$ cat src/rtl/bitrev_arbiter.sv
// Two-requester round-robin arbiter feeding a single-entry output register that holds the bit-reversed word.
// Define BITREV_ARBITER_STATS_EN to add saturating per-requester grant counters (grant_cnt0/grant_cnt1).
module bitrev_arbiter #(
  parameter int DATA_WIDTH = 8
) (
  input  logic                  clk,
  input  logic                  rst_n,
  input  logic                  s0_valid,
  input  logic                  s1_valid,
  output logic                  s0_ready,
  output logic                  s1_ready,
  input  logic [DATA_WIDTH-1:0] s0_data,
  input  logic [DATA_WIDTH-1:0] s1_data,
  output logic                  m_valid,
  input  logic                  m_ready,
  output logic [DATA_WIDTH-1:0] m_data,
  output logic                  m_src
`ifdef BITREV_ARBITER_STATS_EN
  ,
  output logic [15:0]           grant_cnt0,
  output logic [15:0]           grant_cnt1
`endif
);

  typedef enum logic {
    ST_EMPTY = 1'b0,
    ST_FULL  = 1'b1
  } state_t;

  state_t                r_state;
  logic                  r_last_grant;
  logic [DATA_WIDTH-1:0] r_data;
  logic                  r_src;

  logic                  w_accept;
  logic                  w_grant0;
  logic                  w_grant1;
  logic                  w_grant;
  logic [DATA_WIDTH-1:0] w_word;

  function automatic logic [DATA_WIDTH-1:0] bit_reverse(input logic [DATA_WIDTH-1:0] d);
    logic [DATA_WIDTH-1:0] r;
    r = '0;
    for (int i = 0; i < DATA_WIDTH; i++) begin
      r[i] = d[DATA_WIDTH-1-i];
    end
    return r;
  endfunction

  // rst_n gates acceptance so no ready can rise while reset is held.
  assign w_accept = rst_n && ((r_state == ST_EMPTY) || m_ready);
  assign w_grant0 = w_accept && s0_valid && (!s1_valid || r_last_grant);
  assign w_grant1 = w_accept && s1_valid && (!s0_valid || !r_last_grant);
  assign w_grant  = w_grant0 || w_grant1;
  assign w_word   = w_grant1 ? s1_data : s0_data;

  assign s0_ready = w_grant0;
  assign s1_ready = w_grant1;

  assign m_valid  = (r_state == ST_FULL);
  assign m_data   = r_data;
  assign m_src    = r_src;

  always_ff @(posedge clk or negedge rst_n) begin
    if (!rst_n) begin
      r_state      <= ST_EMPTY;
      r_data       <= '0;
      r_src        <= 1'b0;
      r_last_grant <= 1'b1;
    end else begin
      case (r_state)
        ST_EMPTY: begin
          if (w_grant) begin
            r_state      <= ST_FULL;
            r_data       <= bit_reverse(w_word);
            r_src        <= w_grant1;
            r_last_grant <= w_grant1;
          end
        end
        ST_FULL: begin
          // A grant here implies m_ready, so the old result leaves as the new one loads.
          if (w_grant) begin
            r_state      <= ST_FULL;
            r_data       <= bit_reverse(w_word);
            r_src        <= w_grant1;
            r_last_grant <= w_grant1;
          end else if (m_ready) begin
            r_state      <= ST_EMPTY;
          end
        end
        default: r_state <= ST_EMPTY;
      endcase
    end
  end

`ifdef BITREV_ARBITER_STATS_EN
  logic [15:0] r_grant_cnt0;
  logic [15:0] r_grant_cnt1;

  function automatic logic [15:0] sat_inc(input logic [15:0] c);
    return (c == 16'hFFFF) ? c : c + 16'd1;
  endfunction

  always_ff @(posedge clk or negedge rst_n) begin
    if (!rst_n) begin
      r_grant_cnt0 <= '0;
      r_grant_cnt1 <= '0;
    end else begin
      if (w_grant0) r_grant_cnt0 <= sat_inc(r_grant_cnt0);
      if (w_grant1) r_grant_cnt1 <= sat_inc(r_grant_cnt1);
    end
  end

  assign grant_cnt0 = r_grant_cnt0;
  assign grant_cnt1 = r_grant_cnt1;
`endif

endmodule

$ cat config.mk
export PLATFORM = sky130hd
export DESIGN_NAME = bitrev_arbiter
export DESIGN_NICKNAME = d
export VERILOG_FILES = /design/src/rtl/bitrev_arbiter.sv
export SDC_FILE = /design/constraint.sdc
export NUM_CORES = 1
export LEC_CHECK = 0
export ABC_AREA = 1
export CAP_MARGIN = 20
export CORE_UTILIZATION = 41
export CTS_CLUSTER_SIZE = 20
export DETAILED_ROUTE_END_ITERATION = 10
export PLACE_DENSITY = 0.88
export SKIP_CTS_REPAIR_TIMING = 1
export SYNTH_ARGS = -nofsm -noshare
export SYNTH_HDL_FRONTEND = slang
export SYNTH_SLANG_ARGS = --single-unit
$ cat constraint.sdc
create_clock -name clk -period 2.91 [get_ports clk]
set_input_delay 0.7275 -clock clk [delete_from_list [all_inputs] [get_ports clk]]
set_output_delay 0.7275 -clock clk [all_outputs]
set_load 0.02 [all_outputs]
== After elaboration in Yosys (flattened, before gate mapping) ==
Cells that the tools add are included.
Word-level totals
  bits in registers: 11
  input port bits: 21
  word-level logic and storage cells: 24
Operators by class
  mux-type cells: 7
  bitwise logic cells: 1
  reduce and logical (&&, ||, !) cells: 12
Operators with widths (count)
  8-bit two-way mux: 2
  1-bit logical AND: 5
  1-bit logical OR: 4
  1-bit two-way mux: 4
  1-bit logical NOT: 3
  1-bit one-hot mux with 2 select lines: 1
  1-bit inverter: 1

== Logic depth before layout (Yosys ltp) ==
Gate-level depths: netlist of the first run.
  word-level depth: 8
  mapped depth: 8
  depth with buffers taken out: 7

== Worst setup path before layout of the first run ==
No wires, ideal clock.
  path type: in2out
  start: input port m_ready
  end: output port s0_ready
  arrival time: 1223 ps
  required time: 2183 ps
  slack: 960 ps
  cell stages on the path: 5
  path through: inv_1 -> nand2_2 -> nand2_4 -> buf_6 -> nor2_4
Between the ends
  cells in the longest elaborated chain, start to end: 4
Ends and longest elaborated chain
  from (decl): RTL line 15  | input logic m_ready,
  1-bit logical OR: RTL line 51  | assign w_accept = rst_n && ((r_state == ST_EMPTY) || m_ready);
  1-bit logical AND: RTL line 51
  1-bit logical AND (2 in series): RTL line 52  | assign w_grant0 = w_accept && s0_valid && (!s1_valid || r_last_grant);
  to (decl): RTL line 10  | output logic s0_ready,
Every way passes these cells.

== Worst setup path in the final report of the first run ==
  start: input port m_ready
  end: output port s1_ready
Between the ends
  cells in the longest elaborated chain, start to end: 4
Ends and longest elaborated chain
  1-bit logical OR: RTL line 51
  1-bit logical AND: RTL line 51
  1-bit logical AND (2 in series): RTL line 53  | assign w_grant1 = w_accept && s1_valid && (!s0_valid || !r_last_grant);
  to (decl): RTL line 11  | output logic s1_ready,
Every way passes these cells.

==> results of run 1 <==
-- registers in the layout, summed over array words and instances (netlist names) --
| signal | flops |
|---|---|
| m_src | 1 |
| m_data | 8 |
| r_last_grant | 1 |
| m_valid | 1 |
-- placed cells by master (no fill, tap or decap) --
master            n
inv_1            10
nand3_1          17
a21oi_4           1
dfrtp_1          10
nand2_4           2
dlymetal6s2s_1    1
o21ai_0           1
buf_4             5
clkbuf_4          3
o21bai_1          8
clkdlybuf4s50_1  31
nor2_4            1
clkbuf_1          1
dfstp_2           1
nand2_1          20
inv_2             2
nand2_2           2
nor2_8            1
-- final cells by class --
type	instances	area, um^2
clock buffers	4	26.3
fillers	130	453
inverters	12	45.0
multi-input cells	53	308
flip-flops and latches	11	277
well taps	16	20.0
repair buffers	37	360
-- synthesized netlist by cell type --
cell and count:
nand3_1 17, dfstp_2 1, nor2_4 1, inv_1 10, nor2_8 1, a21oi_4 1
inv_2 2, dfrtp_1 10, nand2_4 2, o21ai_0 1, o21bai_1 8, buf_6 2
nand2_2 2, nand2_1 20
-- worst max-delay path, delay by kind of cell --
family | cells | cell delay, ns
buffers and inverters | 3 | 1.09
and+or+nand+nor | 3 | 0.27
-- stage by stage --
step	area, um^2	hold slack, ns	util
2_1_floorplan	652	0.432	-
6_report	1040	0.471	0.696
4_1_cts	1030	0.474	0.694
3_3_place_gp	1010	0.456	0.676
3_5_place_dp	1010	0.457	0.676
5_1_grt	1040	0.531	0.696
-- cells by family after synthesis --
| family | share of synthesized area |
|---|---|
| flip-flops | 0.424 |
| AO/OA/AOI/OAI | 0.125 |
| buffers and inverters | 0.104 |
| AND/OR/NAND/NOR | 0.347 |
-- worst paths after layout --
| check | start | end | slack (ns) | depth (start not counted) |
|---|---|---|---|---|
| worst max-delay path | m_ready | s1_ready | 0.09 | 6 |
| worst max register to register | r_last_grant$_DFFE_PN1P_ | m_data[2]$_DFFE_PN0P_ | 1.53 | 7 |
| worst min-delay path | m_src$_DFFE_PN0P_ | m_src$_DFFE_PN0P_ | 0.47 | 2 |
| max in group asynchronous | rst_n | r_last_grant$_DFFE_PN1P_ | 1.82 | 2 |
| worst min register to register | m_src$_DFFE_PN0P_ | m_src$_DFFE_PN0P_ | 0.47 | 2 |
| min in group asynchronous | rst_n | m_data[1]$_DFFE_PN0P_ | 0.87 | 2 |
-- report_power, final --
| group | switching [mW] | internal (mW) | leakage (nW) |
|---|---|---|---|
| sequential | 0.0249 | 0.200 | 0.133 |
| combinational | 0.148 | 0.141 | 0.367 |
| clock | 0.0485 | 0.0529 | 0.0150 |
-- layer usage --
layer  GRT usage  share of wire  up-vias
met4      0.0387         0.0037        0
met2       0.384           0.55       28
met1       0.245           0.38      309
li1            -              -      324
met3      0.0435          0.062        2
met5           0              0        -
==> flow_metrics.tcl, run 1 <==
set metrics [dict create \
    first_global_vias 654 \
    fmax_ghz 0.354 \
    end_kind "primary output" \
    routed_wl_mm 1.62 \
    power_density_mw_per_mm2 594 \
    drtAntennaViolNets 0 \
    via_per_inst 4.98 \
    grt_overflow 0 \
    cp_max_fo 3 \
    cp_cell_sequence "clkdlybuf4s50_1 -> inv_1 -> nand2_2 -> nand2_4 -> nor2_8 -> clkdlybuf4s50_1" \
    grt_use_total 0.207 \
    nNetsFinal 139 \
    netlist_instances 78 \
    die_w_um 41.9 \
    drv_slew 0 \
    syn_nets 99 \
    wire_per_inst_um 12.2 \
    synth_warnings 0 \
    antenna_found_initial 0 \
    place.gp.congestion 0.786 \
    cp_common_cell "clkdlybuf4s50_1" \
    ys_ff_latch 11 \
    critPathRequiredTime_ns 2.18 \
    netlist-cell-type-count 14 \
    synth_top_area_share 0.384 \
    firstDrtPassIters 4 \
    core_area_mm2 0.00149 \
    drive_above_1_share 0.154 \
    outcome "finished clean" \
    io_pins 33 \
    setup_tns_ns 0 \
    initial_core_util 0.438 \
    cts.clk_slew.worst_paths_ns 0.07 \
    clock_path_buffers 2 \
    synth_area_leaders "dfrtp_1 38%, nand3_1 13%, nand2_1 12%" \
    finalCritPeriodShare 0.969 \
    rsz0062_at_grt "no" \
    dp.cells 129 \
    critPathKind "primary input to primary output" \
    num_vias 663 \
    synthesis.area_um2 652 \
    avgSynthCellArea_um2 8.36 \
    clock_skew_ns 0.00552 \
    syn_to_final_growth_pct 58.9 \
    grt_pass1_wl_mm 2.73 \
    die_area_mm2 0.00175 \
    layout_min_cycle_time_ns 2.82 \
    power_mw 0.615 \
    port-buffer-count 32 \
    route.detailed.drc 0 \
    tightestPinTransition_ns 0.222 \
    hold_path_class "flop to flop" \
    yosysSeqAreaShare 0.424 \
    power.leakage_nw 0.515 \
    cts_tree "done" \
    grt_max_degree 12 \
    setup.worst_path.start_class "primary input" \
    cts_buffers 3 \
    n_antenna_cell 0 \
    critPathSlowestCell "clkdlybuf4s50_1" \
    ir_worst_vdd_uv 401 \
    h-tree-depth 1 \
    rows 14 \
    stdcell_count 133 \
    max_cap_violations 0 \
    clock-sinks 11 \
    dp_hpwl_mm 1.28 \
    insertion_delay_ns 0.26 \
    hold_viol 0 \
    yosys.area.top_type "dfrtp_1" \
    post-place-ws_ns 0.0400 \
    slowest_delay_ns 0.60 \
    drt_iter0_drc 10 \
    setup_viol 0 \
    setup_ws_ns 0.0891 \
    arrival_ns 2.09 \
    clockRootBuffer "clkbuf_4" \
    maxSlewHeadroom 0.852 \
    die_h_um 41.9 \
]
Note: power is estimated with default switching activity, not from simulation.
==> inputs of run 2 (changes only) <==
--- a/config.mk
+++ b/config.mk
@@ -11,6 +11,7 @@
 export CTS_CLUSTER_SIZE = 20
 export DETAILED_ROUTE_END_ITERATION = 10
 export PLACE_DENSITY = 0.88
+export SETUP_SLACK_MARGIN = 0.05
 export SKIP_CTS_REPAIR_TIMING = 1
 export SYNTH_ARGS = -nofsm -noshare
 export SYNTH_HDL_FRONTEND = slang
==> run 2 against run 1 <==
Total power about the same. Via count unchanged. Highest routed layer unchanged. Cell count unchanged. Largest power group unchanged. Critical endpoint is now s0_ready. Maximum frequency increased by 13%.
==> flow_metrics.tcl, run 2 (synthesized netlist as in run 1, its figures left out) <==
set metrics [dict create \
    cts_buffers 3 \
    max_cap_violations 0 \
    firstDrtPassIters 4 \
    die_w_um 41.9 \
    place.gp.congestion 0.786 \
    hold_path_class "flop to flop" \
    tightestPinTransition_ns 0.222 \
    critPathRequiredTime_ns 2.18 \
    r2r_slack_ns 1.53 \
    power_density_mw_per_mm2 592 \
    fmax_ghz 0.401 \
    clockRootBuffer "clkbuf_4" \
    holdPathEnd "m_src$_DFFE_PN0P_" \
    hold_depth 2 \
    r2r-start "r_last_grant$_DFFE_PN1P_" \
    drv_slew 0 \
    drtAntennaViolNets 0 \
    setup_tns_ns 0 \
    nNetsFinal 139 \
    cts.clk_slew.worst_paths_ns 0.07 \
    setup.worst_path.start_class "primary input" \
    clock-sinks 11 \
    io_pins 33 \
    antenna_found_initial 0 \
    hold_viol 0 \
    cts_tree "done" \
    finalCritPeriodShare 0.856 \
    n_antenna_cell 0 \
    grt_pass1_wl_mm 2.73 \
    largest_reg_flops 8 \
    setup_ws_ns 0.419 \
    worstRegToRegCells 7 \
    power.leakage_nw 0.531 \
    wire_per_inst_um 12.1 \
    syn_to_final_growth_pct 59.3 \
    setup_viol 0 \
    via_per_inst 4.98 \
    drive_above_1_share 0.154 \
    grt_max_degree 12 \
    first_global_vias 654 \
    rows 14 \
    post-place-ws_ns 0.0400 \
    core_area_mm2 0.00149 \
    clock_path_buffers 2 \
    outcome "finished clean" \
    cp_max_fo 3 \
    h-tree-depth 1 \
    num_vias 663 \
    grt_overflow 0 \
    layout_min_cycle_time_ns 2.49 \
    mostFrequentLayoutCells "30 x clkdlybuf4s50_1, 20 x nand2_1, 17 x nand3_1, 10 x inv_1, 10 x dfrtp_1" \
    port-buffer-count 32 \
    ir_worst_vdd_uv 401 \
    routed_wl_mm 1.62 \
    r2r-end "m_data[2]$_DFFE_PN0P_" \
    die_area_mm2 0.00175 \
    critPathKind "primary input to primary output" \
    maxSlewHeadroom 0.852 \
    initial_core_util 0.438 \
    die_h_um 41.9 \
    stdcell_count 133 \
    arrival_ns 1.76 \
    end_kind "primary output" \
    grt_use_total 0.207 \
    route.detailed.drc 0 \
    mostFrequentLayoutCell "clkdlybuf4s50_1" \
    hp-start "m_src$_DFFE_PN0P_" \
    rsz0062_at_grt "no" \
    dp_hpwl_mm 1.28 \
    final_core_util 0.697 \
    drt_iter0_drc 10 \
    power_mw 0.615 \
    clock_skew_ns 0.00551 \
    dp.cells 129 \
    insertion_delay_ns 0.26 \
]
[run 2: changes by cell type in the layout (fill, tap and decap cells not counted), sizes merged]
cell,change
clkdlybuf4s50,-1
dlymetal6s2s,+1
[run 2: final cells by class]
class                      instances  area [um^2]
multi-input combinational         53          308
inverter                          12         45.0
fill                             129          450
clock buffer                       4         26.3
sequential                        11          277
tap                               16         20.0
timing repair buffer              37          363
[run 2: report_power, final]
part	switching [mW]	internal, mW
clock	0.0484	0.0529
sequential	0.0249	0.200
combinational	0.148	0.141
total	0.221	0.394
[run 2: per-layer routing]
layer,global-route usage,part of all wire,up-vias
li1,-,-,324
met1,0.245,0.38,309
met2,0.384,0.55,28
met3,0.0435,0.061,2
met4,0.0387,0.0037,0
met5,0,0,-
[run 2: worst max path at each step]
stage | from | depth (start not counted) | slack, ns | end
2_1_floorplan | m_ready | 5 | 0.96 | s0_ready
3_3_place_gp | m_ready | 6 | 0.08 | s0_ready
3_5_place_dp | m_ready | 6 | 0.04 | s0_ready
4_1_cts | m_ready | 6 | 0.04 | s0_ready
5_1_grt | m_ready | 6 | 0.37 | s0_ready
6_report | m_ready | 6 | 0.42 | s0_ready
[run 2: critical path, stage by stage]
cell,delay [ns]
clkdlybuf4s50_1,0.45
inv_1,0.04
nand2_2,0.08
nand2_4,0.09
nor2_4,0.14
dlymetal6s2s_1,0.23
[run 2: per-stage QoR]
step / hold slack [ns] / area, um^2
finish: 0.471 / 1040
global route: 0.531 / 1040
CTS: 0.474 / 1030
detailed placement: 0.457 / 1010
global placement: 0.456 / 1010
floorplan: 0.432 / 652
